==> config.mk <==
export PLATFORM = sky130hd
export DESIGN_NAME = ring_counter_gen
export DESIGN_NICKNAME = d
export VERILOG_FILES = /design/src/rtl/ring_counter_gen.sv
export SDC_FILE = /design/constraint.sdc
export NUM_CORES = 1
export LEC_CHECK = 0
export CAP_MARGIN = 20
export CORE_MARGIN = 1
export CORE_UTILIZATION = 53
export DETAILED_ROUTE_END_ITERATION = 6
export GPL_TIMING_DRIVEN = 0
export PLACE_DENSITY = 0.83
export SYNTH_ARGS = -nofsm -noshare
export SYNTH_HDL_FRONTEND = slang
export SYNTH_SLANG_ARGS = --single-unit
==> constraint.sdc <==
create_clock -name Clock -period 2.2 [get_ports Clock]
set_input_delay 0.22 -clock Clock [delete_from_list [all_inputs] [get_ports Clock]]
set_output_delay 0.22 -clock Clock [all_outputs]
set_load 0.005 [all_outputs]
==> src/rtl/ring_counter_gen.sv <==
// Shift-register sequence counter: one-hot ring or Johnson, bidirectional,
// with load-by-step-index, step index output, wrap pulse and sticky load fault.
module ring_counter_gen #(
  parameter  int N  = 4,
  localparam int PW = $clog2(2*N)
) (
  input  logic          Clock,
  input  logic          Reset,
  input  logic          En,
  input  logic          Mode,
  input  logic          Dir,
  input  logic          Load,
  input  logic [PW-1:0] LoadPos,
  output logic [N-1:0]  q,
  output logic [PW-1:0] pos,
  output logic          wrap,
  output logic          fault
);

  logic          mode_q;
  logic [N-1:0]  q_n;
  logic [PW-1:0] pos_n;
  logic          wrap_n, fault_n, mode_n;
  logic [PW:0]   mod_m, last;
  logic          at_last, at_zero;

  // Step k pattern: ring = one-hot bit k; Johnson = low k bits set up to N,
  // then the top 2N-k bits set (equivalently bits k-N..N-1).
  function automatic logic [N-1:0] pattern(input logic m, input logic [PW-1:0] k);
    logic [N-1:0] p;
    p = '0;
    for (int i = 0; i < N; i++) begin
      if (!m)                 p[i] = (i == int'(k));
      else if (int'(k) <= N)  p[i] = (i < int'(k));
      else                    p[i] = (i >= int'(k) - N);
    end
    return p;
  endfunction

  assign mod_m   = mode_q ? (PW+1)'(2*N) : (PW+1)'(N);
  assign last    = mod_m - (PW+1)'(1);
  assign at_last = ({1'b0, pos} == last);
  assign at_zero = (pos == '0);

  always_comb begin
    q_n     = q;
    pos_n   = pos;
    wrap_n  = 1'b0;
    fault_n = fault;
    mode_n  = mode_q;
    if (Mode != mode_q) begin
      q_n    = pattern(Mode, PW'(0));
      pos_n  = '0;
      mode_n = Mode;
    end else if (Load) begin
      if ({1'b0, LoadPos} < mod_m) begin
        q_n   = pattern(mode_q, LoadPos);
        pos_n = LoadPos;
      end else begin
        fault_n = 1'b1;
      end
    end else if (En) begin
      if (!Dir) begin
        q_n    = mode_q ? {q[N-2:0], ~q[N-1]} : {q[N-2:0], q[N-1]};
        pos_n  = at_last ? '0 : pos + PW'(1);
        wrap_n = at_last;
      end else begin
        q_n    = mode_q ? {~q[0], q[N-1:1]} : {q[0], q[N-1:1]};
        pos_n  = at_zero ? last[PW-1:0] : pos - PW'(1);
        wrap_n = at_zero;
      end
    end
  end

  always_ff @(posedge Clock) begin
    if (Reset) begin
      q      <= pattern(Mode, PW'(0));
      pos    <= '0;
      wrap   <= 1'b0;
      fault  <= 1'b0;
      mode_q <= Mode;
    end else begin
      q      <= q_n;
      pos    <= pos_n;
      wrap   <= wrap_n;
      fault  <= fault_n;
      mode_q <= mode_n;
    end
  end

endmodule

Yosys cells after proc, flatten, opt, wreduce, memory -nomap -nowiden
Cells that the tools add are included.
{"block": "op_classes", "addsub": 4, "order_cmp": 10, "n_eq_ne": 7, "muxes": 27, "bitwise": 5, "reduce_logical": 10}
{"operator": "4-bit two-way mux", "count": 6}
{"operator": "3-bit two-way mux", "count": 6}
{"operator": "1-bit two-way mux", "count": 15}
{"operator": "3-bit by 4-bit greater-or-equal comparator with 1-bit output, first input constant", "count": 2}
{"operator": "3-bit equality test, first input constant", "count": 2}
{"operator": "3-bit logical NOT", "count": 2}
{"operator": "1-bit by 3-bit < comparator with 1-bit output, first input constant", "count": 2}
{"operator": "2-bit by 3-bit < comparator with 1-bit output, first input constant", "count": 2}
{"operator": "1-bit NOT", "count": 5}
{"operator": "3-bit by 4-bit equality test with 1-bit output", "count": 1}
{"operator": "1-bit by 4-bit greater-or-equal comparator with 1-bit output, first input constant", "count": 1}
{"operator": "2-bit by 4-bit greater-or-equal comparator with 1-bit output, first input constant", "count": 1}
{"operator": "3-bit by 4-bit < comparator with 1-bit output", "count": 1}
{"operator": "4-bit by 2-bit != test with 1-bit output, second input constant", "count": 1}
{"operator": "2-bit AND reduction", "count": 2}
{"operator": "2-bit nonzero test", "count": 2}
{"operator": "4-bit nonzero test", "count": 1}
{"operator": "4-bit OR reduction", "count": 1}
{"operator": "3-bit by 3-bit subtractor with 4-bit output, second input constant", "count": 1}
{"operator": "4-bit by 1-bit subtractor with 4-bit output, second input constant", "count": 1}
{"operator": "3-bit by 1-bit adder with 3-bit output, second input constant", "count": 1}
{"operator": "2-bit by 3-bit equality test with 1-bit output, first input constant", "count": 1}
{"operator": "3-bit less-or-equal comparator, second input constant", "count": 1}
{"operator": "3-bit AND reduction", "count": 1}
{"operator": "4 further kinds", "count": 4}
{"block": "word_totals", "reg_bits": 10, "inputBits": 9, "out_inout_bits": 9, "elab_cells": 69}

Logic depth before layout (Yosys ltp)
{"block": "depth", "ltp_word": 8, "depth_mapped": 7, "depth_no_buf": 6}

Worst setup path before layout
No wires, ideal clock.
{"block": "synth_path", "path_kind": "reg2reg", "from": "reg pos[0]", "to": "reg pos[2]", "setup_ns": 0.120, "arrival_time_ns": 1.426, "t_required_ns": 2.080, "slack_ns": 0.654, "path_stages_with_launch": 7, "path_buffers": 0, "period_less_slack_ns": 1.546, "path_cell_list": "dfxtp_1 -> inv_1 -> ha_1 -> mux2_2 -> a22o_1 -> a211oi_1 -> nor2_1"}
{"block": "synth_via", "elab_chain_len": 5, "word_cells_on_any_way": 9, "cone_classes": "add/sub: 2; eq/ne: 1; mux: 5; reduce/logical: 1"}
{"element": "start, declared", "line": "15", "rtl": "output logic [PW-1:0] pos,"}
{"element": "start signal, assigned", "line": "84", "rtl": "pos <= pos_n;"}
{"element": "3-bit by 1-bit adder with 3-bit output (tied with other cells)", "line": "65", "rtl": "pos_n = at_last ? '0 : pos + PW'(1);"}
{"element": "3-bit two-way mux, on equally long branches", "line": "65, 69"}
{"element": "3-bit two-way mux (*)", "line": "63", "rtl": "if (!Dir) begin"}
{"element": "3-bit two-way mux (*)", "line": "62", "rtl": "end else if (En) begin"}
{"element": "3-bit two-way mux (*)", "line": "55", "rtl": "end else if (Load) begin"}
Mark *: on every way between the ends. The rest lies on a longest branch, timed or not. The select of a mux whose other input is x is not followed.
A chain may end at the register's enable or synchronous reset.

Worst setup path after layout
{"block": "layout_path", "from": "in LoadPos[1]", "to": "reg q[2]"}
{"block": "layout_via", "elab_chain_len": 6, "word_cells_on_any_way": 12, "cone_classes": "add/sub: 1; order compare: 4; eq/ne: 2; mux: 4; reduce/logical: 1"}
{"element": "start, declared", "line": "13", "rtl": "input logic [PW-1:0] LoadPos,"}
{"element": "3-bit by 3-bit subtractor with 4-bit output", "line": "35", "rtl": "else p[i] = (i >= int'(k) - N);"}
{"element": "3-bit by 4-bit greater-or-equal comparator with 1-bit output", "line": "35"}
{"element": "1-bit two-way mux", "line": "34", "rtl": "else if (int'(k) <= N) p[i] = (i < int'(k));"}
{"element": "1-bit two-way mux", "line": "33", "rtl": "if (!m) p[i] = (i == int'(k));"}
{"element": "4-bit two-way mux", "line": "56", "rtl": "if ({1'b0, LoadPos} < mod_m) begin"}
{"element": "4-bit two-way mux", "line": "55"}
{"element": "end signal, assigned", "line": "77", "rtl": "q <= pattern(Mode, PW'(0));"}
{"element": "end signal, assigned", "line": "83", "rtl": "q <= q_n;"}
{"element": "end, declared", "line": "14", "rtl": "output logic [N-1:0] q,"}
Several ways; a longest one is shown, not always the timed one. The select of a mux whose other input is x is not followed.

==> Flow_metrics.wiki <==
{| class="wikitable"
! Metric !! Value
|-
| Status || finished, final reports clean
|-
| Number of diodes added for antenna fixing || 0
|-
| Leading area contributor after synthesis || sky130_fd_sc_hd__dfxtp_1
|-
| CTS tree || done
|-
| Max frequency || 0.498 GHz
|-
| GR Overflow Total || 0
|-
| Critical Path Max Stage Delay || 0.67 ns
|-
| Placer Congestion || 0.884
|-
| Gr usage total || 26.6%
|-
| Top cells by instance count after synthesis || sky130_fd_sc_hd__inv_1 (10), sky130_fd_sc_hd__a21oi_1 (9), sky130_fd_sc_hd__dfxtp_1 (8)
|-
| Cell chosen for the clock root || sky130_fd_sc_hd__clkbuf_4
|-
| Max-slew headroom at the worst pin || 58.2%
|-
| Number of global-route vias before repair || 830
|-
| Worst skew pair latency || 0.28 ns
|-
| PD cells || 520 nW/µm²
|-
| Final period utilization || 91.3%
|-
| Cell depth of the worst flop-to-flop path || 5
|-
| Critical path type || in -> reg
|-
| Pin count of the biggest net entering global routing || 11
|-
| Core area || 1370 µm²
|-
| Number of max-slew violations in the final report || 0
|-
| Total via count after detailed routing || 872
|-
| Seq/Total Area, Yosys || 26.7%
|-
| Number of warnings printed during yosys synthesis || 0
|-
| Required arrival time at the worst endpoint || 2.42 ns
|-
| Top-level port count || 18
|-
| Max-cap check violation count || 0
|-
| Vias/cell || 6.18
|-
| RSZ-0062 raised after global routing || false
|-
| Die ar. || 1720 µm²
|-
| CTS Sinks || 10
|-
| Post-CTS setup buffer count || 0
|-
| Wire length of the first global-routing pass || 3.57 mm
|-
| Residual antenna-violating net count after detailed routing || 0
|-
| Crit. End Element || register
|-
| Number of antenna violations at the first check in global routing || 0
|-
| Final setup violation count || 0
|-
| Final setup skew || 0.000859 ns
|-
| Proportion of layout cells with a drive suffix above 1 || 7.14%
|-
| Setup crit start kind || input port
|-
| Syn avg cell area || 7.85 µm²
|-
| Vertical extent of the die || 41.4 µm
|-
| Clock transition time at the flip-flop clock pins of the worst setup and hold paths || 0.07 ns
|-
| Total design power || 541 µW
|-
| Post-synth cell types || 39
|-
| Number of standard cells after synthesis || 105
|-
| Initial cell density of the core || 60.3%
|-
| Worst Min Path Start || fault$_SDFFE_PP0P_
|-
| Placed Area || 1010 µm²
|-
| DRC violation count after routing || 0
|-
| Top cell type's share of synthesized area || 19.4%
|-
| Number of enable-type register cells in the synthesized netlist || 2
|-
| Worst-case vdd ir drop || 0.464 mV
|-
| TritonCTS Buffers || 3
|-
| Port buffer count || 17
|-
| Design area || 1040 µm²
|-
| Largest fanout of any net on the critical path || 10
|-
| Net count of the finished layout || 142
|-
| Number of storage elements in the synthesis netlist || 10
|-
| Die Span X || 41.4 µm
|-
| Ys flop type || sky130_fd_sc_hd__dfxtp_1
|-
| Static Leakage || 0.411 nW
|-
| Crit Reg-Reg Startpoint || mode_q$_DFFE_PP_
|-
| Sum of routed wire length over all layers || 2.14 mm
|-
| Site Rows || 13
|-
| CTS H-Tree Depth || 1
|-
| Detailed Routing Iterations Pass 1 || 4
|-
| Post-detailed-placement half-perimeter wirelength || 1.59 mm
|-
| Worst reg-to-reg setup slack || 0.51 ns
|-
| Min Tclk post-route || 2.01 ns
|-
| Leading cell types by total area after synthesis || sky130_fd_sc_hd__dfxtp_1 (19%), sky130_fd_sc_hd__ha_1 (9.1%), sky130_fd_sc_hd__edfxtp_1 (7.3%), sky130_fd_sc_hd__a21oi_1 (5.5%), sky130_fd_sc_hd__inv_1 (4.6%)
|-
| Data arrival time of the critical path || 2.23 ns
|-
| Fraction of registers with async set/reset || 0%
|-
| Routed wire length per instance || 15.2 µm
|-
| First DRT Iteration DRCs || 41
|-
| Number of cells on the worst hold path || 2
|-
| Hold EP || fault$_SDFFE_PP0P_
|-
| Final-report hold violation count || 0
|-
| Standard cell with the maximum stage delay on the critical path || sky130_fd_sc_hd__clkdlybuf4s50_1
|-
| # resized after CTS || 0
|-
| Accumulated negative setup slack || 0 ns
|-
| Leading cell type by number of instances after synthesis || sky130_fd_sc_hd__inv_1
|-
| Chain of cells forming the critical path || clkdlybuf4s50_1 > inv_1 > ha_1 > and3b_1 > or3_1 > o32a_1 > a21oi_2
|-
| Worst flop-to-flop path endpoint || q[2]$_SDFFE_PP0P_
|-
| Area grow syn2layout || 26.1%
|-
| Cell area after synthesis || 825 µm²
|-
| Nets in the synthesized netlist || 120
|-
| Measured slew at the worst slew-check pin || 0.626 ns
|-
| Type of the worst min-delay path || reg -> reg
|-
| Clock tree buffer depth || 2
|-
| Final core area utilization || 76.1%
|-
| Hold bufs inserted after CTS || 0
|}
worst max-delay path, delay by kind of cell:
family | cells | cell delay (ns)
and+or+nand+nor | 2 | 0.50
AOI/OAI and AO/OA | 2 | 0.51
adders and majority gates | 1 | 0.24
buffers and inverters | 2 | 0.75
stage by stage:
stage          cells  worst slack, ns  hold slack [ns]
2_1_floorplan    105            0.654            0.292
3_3_place_gp     137         -0.00866            0.463
4_1_cts          141            0.227            0.493
5_1_grt          141           0.0822            0.561
6_report         141            0.190            0.492
3_5_place_dp     137          -0.0574            0.461
worst max path at each step:
stage | startpoint | endpoint | slack (ns) | cells after the start
detailed placement | LoadPos[1] | q[2]$_SDFFE_PP0P_ | -0.06 | 7
CTS | LoadPos[1] | q[2]$_SDFFE_PP0P_ | 0.23 | 7
global placement | LoadPos[1] | q[2]$_SDFFE_PP0P_ | -0.009 | 7
finish | LoadPos[1] | q[2]$_SDFFE_PP0P_ | 0.19 | 7
global route | LoadPos[1] | q[2]$_SDFFE_PP0P_ | 0.08 | 7
floorplan | pos[0]$_SDFFE_PP0P_ | pos[2]$_SDFFE_PP0P_ | 0.65 | 6
where the power goes:
group	switching [mW]	internal, mW	leakage (nW)	total [mW]
Combinational	0.0939	0.0899	0.309	0.184
Clock	0.0753	0.0658	0.0154	0.141
Sequential	0.0137	0.202	0.0864	0.216
Total	0.183	0.358	0.411	0.541
layout by cell type (no fill, tap or decap), drive strengths merged, types with 3 or more instances in the layout:
master,count
inv,10
clkdlybuf4s50,17
a31oi,3
buf,4
o21ai,6
clkbuf,4
nor2,7
nand2b,5
a21oi,10
nand2,6
nor3,4
ha,6
nor2b,4
dfxtp,8
logic make-up after synthesis:
kind of cell	Yosys count	share of synthesized area [%]
muxes	3	3.79
buffers and inverters	15	8.04
AOI/OAI and AO/OA	35	28.1
DFF	10	26.7
and+or+nand+nor	34	22.2
xor gates and xnor gates	2	2.12
adders and majority gates	6	9.10
area by class of cell:
class / instances / area, µm²
well taps: 15 / 18.8
inverters: 10 / 37.5
plain buffers: 5 / 28.8
clock inverters: 1 / 3.75
clock buffers: 3 / 22.5
multi-input cells: 80 / 538
repair buffers: 17 / 170
flip-flops and latches: 10 / 220
fillers: 113 / 327
sequential cells by signal (all words and copies together), names as in the netlist:
signal	flops
q	4
pos	3
fault	1
mode_q	1
wrap	1
routing by layer:
metal,up-vias,track usage (%),share of wire [%]
met5,-,0,0
met4,0,12.3,2.8
met3,8,6.52,6.8
met2,42,45.6,49
met1,399,30.9,41
li1,423,-,-
(Power assumes the default switching activity.)
